**config.mk**
```make
export PLATFORM = sky130hd
export DESIGN_NAME = dp_arbiter
export DESIGN_NICKNAME = d
export VERILOG_FILES = /design/src/rtl/dp_arbiter_pkg.sv /design/src/rtl/dp_arbiter_rr_pick.sv /design/src/rtl/dp_arbiter.sv
export SDC_FILE = /design/constraint.sdc
export NUM_CORES = 1
export LEC_CHECK = 0
export CORE_ASPECT_RATIO = 1.2
export CORE_MARGIN = 4
export CORE_UTILIZATION = 41
export CTS_CLUSTER_SIZE = 12
export DETAILED_ROUTE_END_ITERATION = 16
export GPL_TIMING_DRIVEN = 0
export PLACE_DENSITY = 0.95
export SYNTH_ARGS = -nofsm -noshare
export SYNTH_HDL_FRONTEND = slang
export SYNTH_SLANG_ARGS = --single-unit
```
**constraint.sdc**
```tcl
create_clock -name clk -period 3.7 [get_ports clk]
set_clock_uncertainty 0.05 [all_clocks]
set_input_delay 0.74 -clock clk [delete_from_list [all_inputs] [get_ports clk]]
set_output_delay 0.74 -clock clk [all_outputs]
set_load 0.01 [all_outputs]
```
**src/rtl/dp_arbiter_pkg.sv**
```systemverilog
// Shared types for the data-pointer port arbiter: segment select encoding,
// FSM states and the latched access payload.
package dp_arbiter_pkg;

  typedef enum logic [1:0] {
    SREG_ES = 2'd0,
    SREG_CS = 2'd1,
    SREG_SS = 2'd2,
    SREG_DS = 2'd3
  } sreg_index_e;

  typedef enum logic [1:0] {
    DPA_IDLE,
    DPA_ISSUE,
    DPA_GAP
  } dp_arb_state_e;

  // Everything the bus control unit needs to run one access.
  typedef struct packed {
    logic [15:0] addr;
    logic [15:0] dout;
    sreg_index_e sreg;
    logic        write;
    logic        wide;
    logic        io;
  } dp_payload_t;

endpackage

```
**src/rtl/dp_arbiter_rr_pick.sv**
```systemverilog
// Combinational rotate-priority picker: first set request at or above ptr,
// wrapping modulo NREQ. Indices >= NREQ are never produced.
module rr_pick #(
  parameter int NREQ = 3,
  parameter int IW   = $clog2(NREQ)
) (
  input  logic [NREQ-1:0] req,
  input  logic [IW-1:0]   ptr,
  output logic            valid,
  output logic [IW-1:0]   idx
);

  always_comb begin
    int          cand;
    logic [IW-1:0] cidx;
    // NOTE: every output and temporary gets a default before any branch so no
    // path leaves a value unassigned; that is what keeps this free of latches.
    valid = 1'b0;
    idx   = '0;
    cand  = 0;
    cidx  = '0;
    // Scan from the far end down so the lowest rotation distance is written last and wins.
    for (int k = NREQ - 1; k >= 0; k--) begin
      cand = int'(ptr) + k;
      if (cand >= NREQ) cand = cand - NREQ;
      cidx = cand[IW-1:0];
      if (req[cidx]) begin
        valid = 1'b1;
        idx   = cidx;
      end
    end
  end

endmodule

```
**src/rtl/dp_arbiter.sv**
```systemverilog
// Round-robin arbiter with grant lock sharing the bus control unit's single
// dp_* port between NREQ requesters; all outputs come straight from flops.
module dp_arbiter
  import dp_arbiter_pkg::*;
#(
  parameter int NREQ = 3,
  parameter int IW   = $clog2(NREQ)
) (
  input  logic               clk,
  input  logic               n_reset,
  input  logic               ce_1,
  input  logic [NREQ-1:0]    req_valid,
  input  logic [NREQ-1:0]    req_lock,
  input  logic [NREQ*16-1:0] req_addr,
  input  logic [NREQ*16-1:0] req_dout,
  input  logic [NREQ*2-1:0]  req_sreg,
  input  logic [NREQ-1:0]    req_write,
  input  logic [NREQ-1:0]    req_wide,
  input  logic [NREQ-1:0]    req_io,
  output logic [NREQ-1:0]    req_done,
  output logic [15:0]        req_din,
  output logic [IW-1:0]      grant_idx,
  output logic               busy,
  output logic [15:0]        dp_addr,
  output logic [15:0]        dp_dout,
  output logic [1:0]         dp_sreg,
  output logic               dp_write,
  output logic               dp_wide,
  output logic               dp_io,
  output logic               dp_req,
  input  logic [15:0]        dp_din,
  input  logic               dp_ready
);

  dp_arb_state_e   state_q, state_d;
  logic [IW-1:0]   rr_ptr_q, rr_ptr_d;
  logic [IW-1:0]   grant_q, grant_d;
  logic            locked_q, locked_d;
  dp_payload_t     pay_q, pay_d;
  logic            dp_req_q, dp_req_d;
  logic            busy_q, busy_d;
  logic [NREQ-1:0] done_q, done_d;
  logic [15:0]     din_q, din_d;

  logic [NREQ-1:0] owner_mask;
  logic            owner_valid;
  logic            owner_lock;
  logic            lock_eff;
  logic [NREQ-1:0] cand_req;
  logic            pick_valid;
  logic [IW-1:0]   pick_idx;
  logic [IW-1:0]   grant_next;
  dp_payload_t     win_pay;

  assign owner_mask  = {{(NREQ-1){1'b0}}, 1'b1} << grant_q;
  assign owner_valid = |(req_valid & owner_mask);
  assign owner_lock  = |(req_lock & owner_mask);

  // An owner that has neither a request nor a lock asserted gives the lock up
  // right here in IDLE, so an abandoned lock cannot starve everyone forever.
  assign lock_eff = locked_q & (owner_valid | owner_lock);
  assign cand_req = lock_eff ? (req_valid & owner_mask) : req_valid;

  assign grant_next = (grant_q == IW'(NREQ - 1)) ? '0 : grant_q + 1'b1;

  rr_pick #(
    .NREQ (NREQ),
    .IW   (IW)
  ) u_pick (
    .req   (cand_req),
    .ptr   (rr_ptr_q),
    .valid (pick_valid),
    .idx   (pick_idx)
  );

  always_comb begin
    win_pay       = '0;
    win_pay.addr  = req_addr[{pick_idx, 4'b0000} +: 16];
    win_pay.dout  = req_dout[{pick_idx, 4'b0000} +: 16];
    win_pay.sreg  = sreg_index_e'(req_sreg[{pick_idx, 1'b0} +: 2]);
    win_pay.write = req_write[pick_idx];
    win_pay.wide  = req_wide[pick_idx];
    win_pay.io    = req_io[pick_idx];
  end

  always_comb begin
    state_d  = state_q;
    rr_ptr_d = rr_ptr_q;
    grant_d  = grant_q;
    locked_d = locked_q;
    pay_d    = pay_q;
    dp_req_d = dp_req_q;
    busy_d   = busy_q;
    done_d   = '0;
    din_d    = din_q;

    unique case (state_q)
      DPA_IDLE: begin
        locked_d = lock_eff;
        if (pick_valid) begin
          grant_d  = pick_idx;
          pay_d    = win_pay;
          dp_req_d = 1'b1;
          busy_d   = 1'b1;
          state_d  = DPA_ISSUE;
        end
      end

      DPA_ISSUE: begin
        if (dp_ready) begin
          dp_req_d = 1'b0;
          busy_d   = 1'b0;
          done_d   = owner_mask;
          if (!pay_q.write) din_d = dp_din;
          locked_d = owner_lock;
          // A kept lock leaves the pointer alone so fairness resumes where it stopped.
          if (!owner_lock) rr_ptr_d = grant_next;
          state_d  = DPA_GAP;
        end
      end

      DPA_GAP: begin
        state_d = DPA_IDLE;
      end

      default: begin
        dp_req_d = 1'b0;
        busy_d   = 1'b0;
        state_d  = DPA_IDLE;
      end
    endcase
  end

  // NOTE: state registers use non-blocking assignments so every flop samples
  // the pre-edge values, independent of the order the simulator runs blocks.
  always_ff @(posedge clk or negedge n_reset) begin
    if (!n_reset) begin
      state_q  <= DPA_IDLE;
      rr_ptr_q <= '0;
      grant_q  <= '0;
      locked_q <= 1'b0;
      pay_q    <= '0;
      dp_req_q <= 1'b0;
      busy_q   <= 1'b0;
      done_q   <= '0;
      din_q    <= '0;
    end else if (ce_1) begin
      state_q  <= state_d;
      rr_ptr_q <= rr_ptr_d;
      grant_q  <= grant_d;
      locked_q <= locked_d;
      pay_q    <= pay_d;
      dp_req_q <= dp_req_d;
      busy_q   <= busy_d;
      done_q   <= done_d;
      din_q    <= din_d;
    end
  end

  assign req_done  = done_q;
  assign req_din   = din_q;
  assign grant_idx = grant_q;
  assign busy      = busy_q;
  assign dp_req    = dp_req_q;
  assign dp_addr   = pay_q.addr;
  assign dp_dout   = pay_q.dout;
  assign dp_sreg   = pay_q.sreg;
  assign dp_write  = pay_q.write;
  assign dp_wide   = pay_q.wide;
  assign dp_io     = pay_q.io;

endmodule

```
==> flow_summary_export.csv <==
group,metric,value,unit
clock_network,clock_sinks,64,
routing,vias_per_cell,5.63,
final_layout,final_util,72.3,%
clock_network,cts_setup_buffers,0,
timing,min_period,3.33,ns
floorplan,fp.dieW,90.8,um
power_and_ir_drop,p_per_area,771,mW/mm^2
logic_synthesis,synth_edf_count,0,
final_layout,drive_gt1_share,12.5,%
logic_synthesis,ys_async_sr_fraction,100,%
clock_network,cts.path.max_buffers,2,
logic_synthesis,synthTopCellsByCount,"64 x dfrtp_1, 39 x mux2i_1, 37 x a32oi_1, 21 x o21ai_1, 19 x mux2_2",
timing,finalSetupViolCount,0,
clock_network,root_buffer,"clkbuf_8",
clock_network,ctsHoldBuffers,0,
routing,dr_total_vias,3406,
logic_synthesis,synth_area_leaders,"dfrtp_1 47%, mux2i_1 12%, a32oi_1 9.6%, mux2_2 6.3%, o21ai_1 3.1%",
timing,max_freq,0.301,GHz
power_and_ir_drop,p_leak,2.23,nW
power_and_ir_drop,ir_drop,468,uV
routing,first_pass_iters,4,
logic_synthesis,ys_types,40,
logic_synthesis,synthFlopType,"dfrtp_1",
worst_setup_path,worst_path_largest_cell_delay,0.72,ns
worst_setup_path,required,3.92,ns
worst_setup_path,endpoint_kind,"register",
clock_network,h-tree-depth,3,
worst_setup_path,start_kind,"primary input",
timing,final-hold-violation-count,0,
worst_setup_path,critPathArrivalTime,3.54,ns
power_and_ir_drop,p_total,4.37,mW
final_layout,area_growth,68.1,%
run,cap_viol_max_count,0,
worst_setup_path,timing.rr.end,"dp_dout[15]",
routing,wl,12100,um
worst_setup_path,cp_max_fo,10,
logic_synthesis,synth_nets,439,
worst_setup_path,cp_cell_sequence,"clkdlybuf4s50_1 > nor2_1 > a2111oi_1 > o32a_1 > o221ai_1 > o21ai_2 > clkbuf_1 > a32oi_1 > o21ai_1",
clock_network,cts_tree,"done",
clock_network,cts-resized-gates,0,
logic_synthesis,ys_seq_elements,64,
logic_synthesis,yosysTopAreaCell,"dfrtp_1",
placed_design,dpl_cell_area,0.00546,mm^2
placed_design,port_buffers,196,
logic_synthesis,yosysSeqAreaShare,47.5,%
placed_design,dp_hpwl,9600,um
floorplan,die-area,0.00975,mm^2
timing,period_share,89.9,%
worst_setup_path,critPathBufInv,2,
placed_design,routabilityCongestion,0.871,
final_layout,fin_area,0.00567,mm^2
routing,dr.first_iter.drc_count,72,
logic_synthesis,synthCells,300,
worst_setup_path,rrSetupSlack,0.71,ns
logic_synthesis,yosys_warnings,0,
floorplan,ioPinCount,197,
grt,grt_max_degree,37,
clock_network,cts_buffers,9,
clock_network,clk_latency,0.35,ns
grt,grt_use_total,24.6,%
run_status,status,"finished clean",
routing,drtAntennaViolNets,0,
clock_network,clk_pin_slew,0.09,ns
worst_setup_path,cp_top_family,"compound AO/OA/AOI/OAI gates",
final_layout,antenna_cells,0,
grt,grt_pass1_wl,18800,um
floorplan,start_util,43.0,%
timing,slew_viol_final,0,
worst_hold_path,hp-class,"in2async",
logic_synthesis,synth_top_area_share,47.5,%
routing,wl_per_cell,20.0,um
worst_setup_path,rr_startpoint,"grant_idx[1]",
timing,worst_pin_slew,0.739,ns
worst_setup_path,rr_worst_depth,11,
floorplan,fp.dieH,107,um
grt,grt-ovfl-total,0,
floorplan,core,0.00784,mm^2
grt,grt_antenna_before_repair,0,
routing,remaining_drc_errors,0,
final_layout,nNetsFinal,647,
logic_synthesis,yosysMostFrequentCell,"dfrtp_1",
logic_synthesis,syn_area_per_cell,11.2,um^2
timing,tns,0,ns
worst_setup_path,crit_path_top_delay_cell,"a2111oi_1",
worst_setup_path,crit_type,"in2reg",
timing,rsz0062_at_grt,"no",
final_layout,fillers,540,
grt,grt_pass1_vias,3728,
logic_synthesis,syn-cell-area,0.00337,mm^2
floorplan,rows,35,
timing,maxSlewHeadroom,50.6,%
[stage by stage]
stage / cells / worst slack [ns] / hold WS, ns
6_report: 605 / 0.375 / 0.372
5_1_grt: 605 / 0.111 / 0.424
4_1_cts: 605 / 0.382 / 0.380
3_5_place_dp: 589 / 0.0111 / 0.436
3_3_place_gp: 588 / -0.196 / 0.424
2_1_floorplan: 300 / 1.08 / 0.394
[cells by family (layout without fill, tap and decap cells)]
| group | count (synthesis) | in the layout | synth area share (%) |
|---|---|---|---|
| compound gates | 99 | 99 | 21.7 |
| fa+ha+maj | 3 | 3 | 1.04 |
| buf+inv | 40 | 253 | 6.31 |
| flops | 64 | 64 | 47.5 |
| mux | 58 | 58 | 17.9 |
| simple gates | 36 | 36 | 5.57 |
[registers in the layout, indices dropped and copies added (netlist names)]
name / cells
dp_wide: 1
dp_write: 1
dp_addr: 16
rr_ptr_q: 2
req_done: 3
req_din: 16
busy: 1
dp_io: 1
grant_idx: 2
dp_dout: 16
state_q: 2
locked_q: 1
dp_sreg: 2
[layout by cell type (no fill, tap or decap), types with 2 or more instances in the layout]
cell and count:
a21oi_1 3, a32oi_1 37, and2_1 2, buf_1 3
buf_2 6, buf_4 5, buf_6 5, clkbuf_1 9
clkbuf_8 9, clkdlybuf4s50_1 195, clkinv_4 2, clkinvlp_4 2
dfrtp_1 64, ha_1 2, inv_1 13, inv_6 2
mux2_2 19, mux2i_1 39, nand2_1 7, nand3_1 3
nor2_1 7, nor2b_1 4, nor3_1 5, nor4_1 2
o21ai_0 13, o21ai_1 21, o21ai_2 11, o2bb2ai_1 2
o32ai_1 3
[worst max-delay path by stage]
stage / startpoint / endpoint / slack [ns] / cells after the start
floorplan: req_lock[1] / grant_idx[1] / 1.08 / 7
global placement: n_reset / dp_addr[1] / -0.20 / 1
detailed placement: req_valid[1] / dp_dout[15] / 0.01 / 9
CTS: req_valid[1] / dp_dout[15] / 0.38 / 9
global route: req_valid[1] / dp_dout[15] / 0.11 / 9
finish: req_valid[1] / dp_dout[15] / 0.37 / 9
[metal layers]
metal	track usage, %	wire length [um]
met3	7.76	937
met4	10.9	404
met2	46.5	6450
met1	24.6	4310
met5	0	0
[area by class of cell]
class                      count  area, um^2  area share, %
multi-input combinational    196        1560           27.5
sequential                    64        1600           28.3
clock buffer                   9         124           2.19
clock inverter                 7        80.1           1.41
tap                           92         115           2.03
buffer                        27         164           2.89
inverter                      13        48.8          0.861
timing repair buffer         197        1980           34.9
[power by group]
part           internal (mW)  switching (mW)
Combinational           1.30            1.20
Sequential              1.03           0.213
Clock                  0.318           0.309
Note: power is estimated with default switching activity, not from simulation.
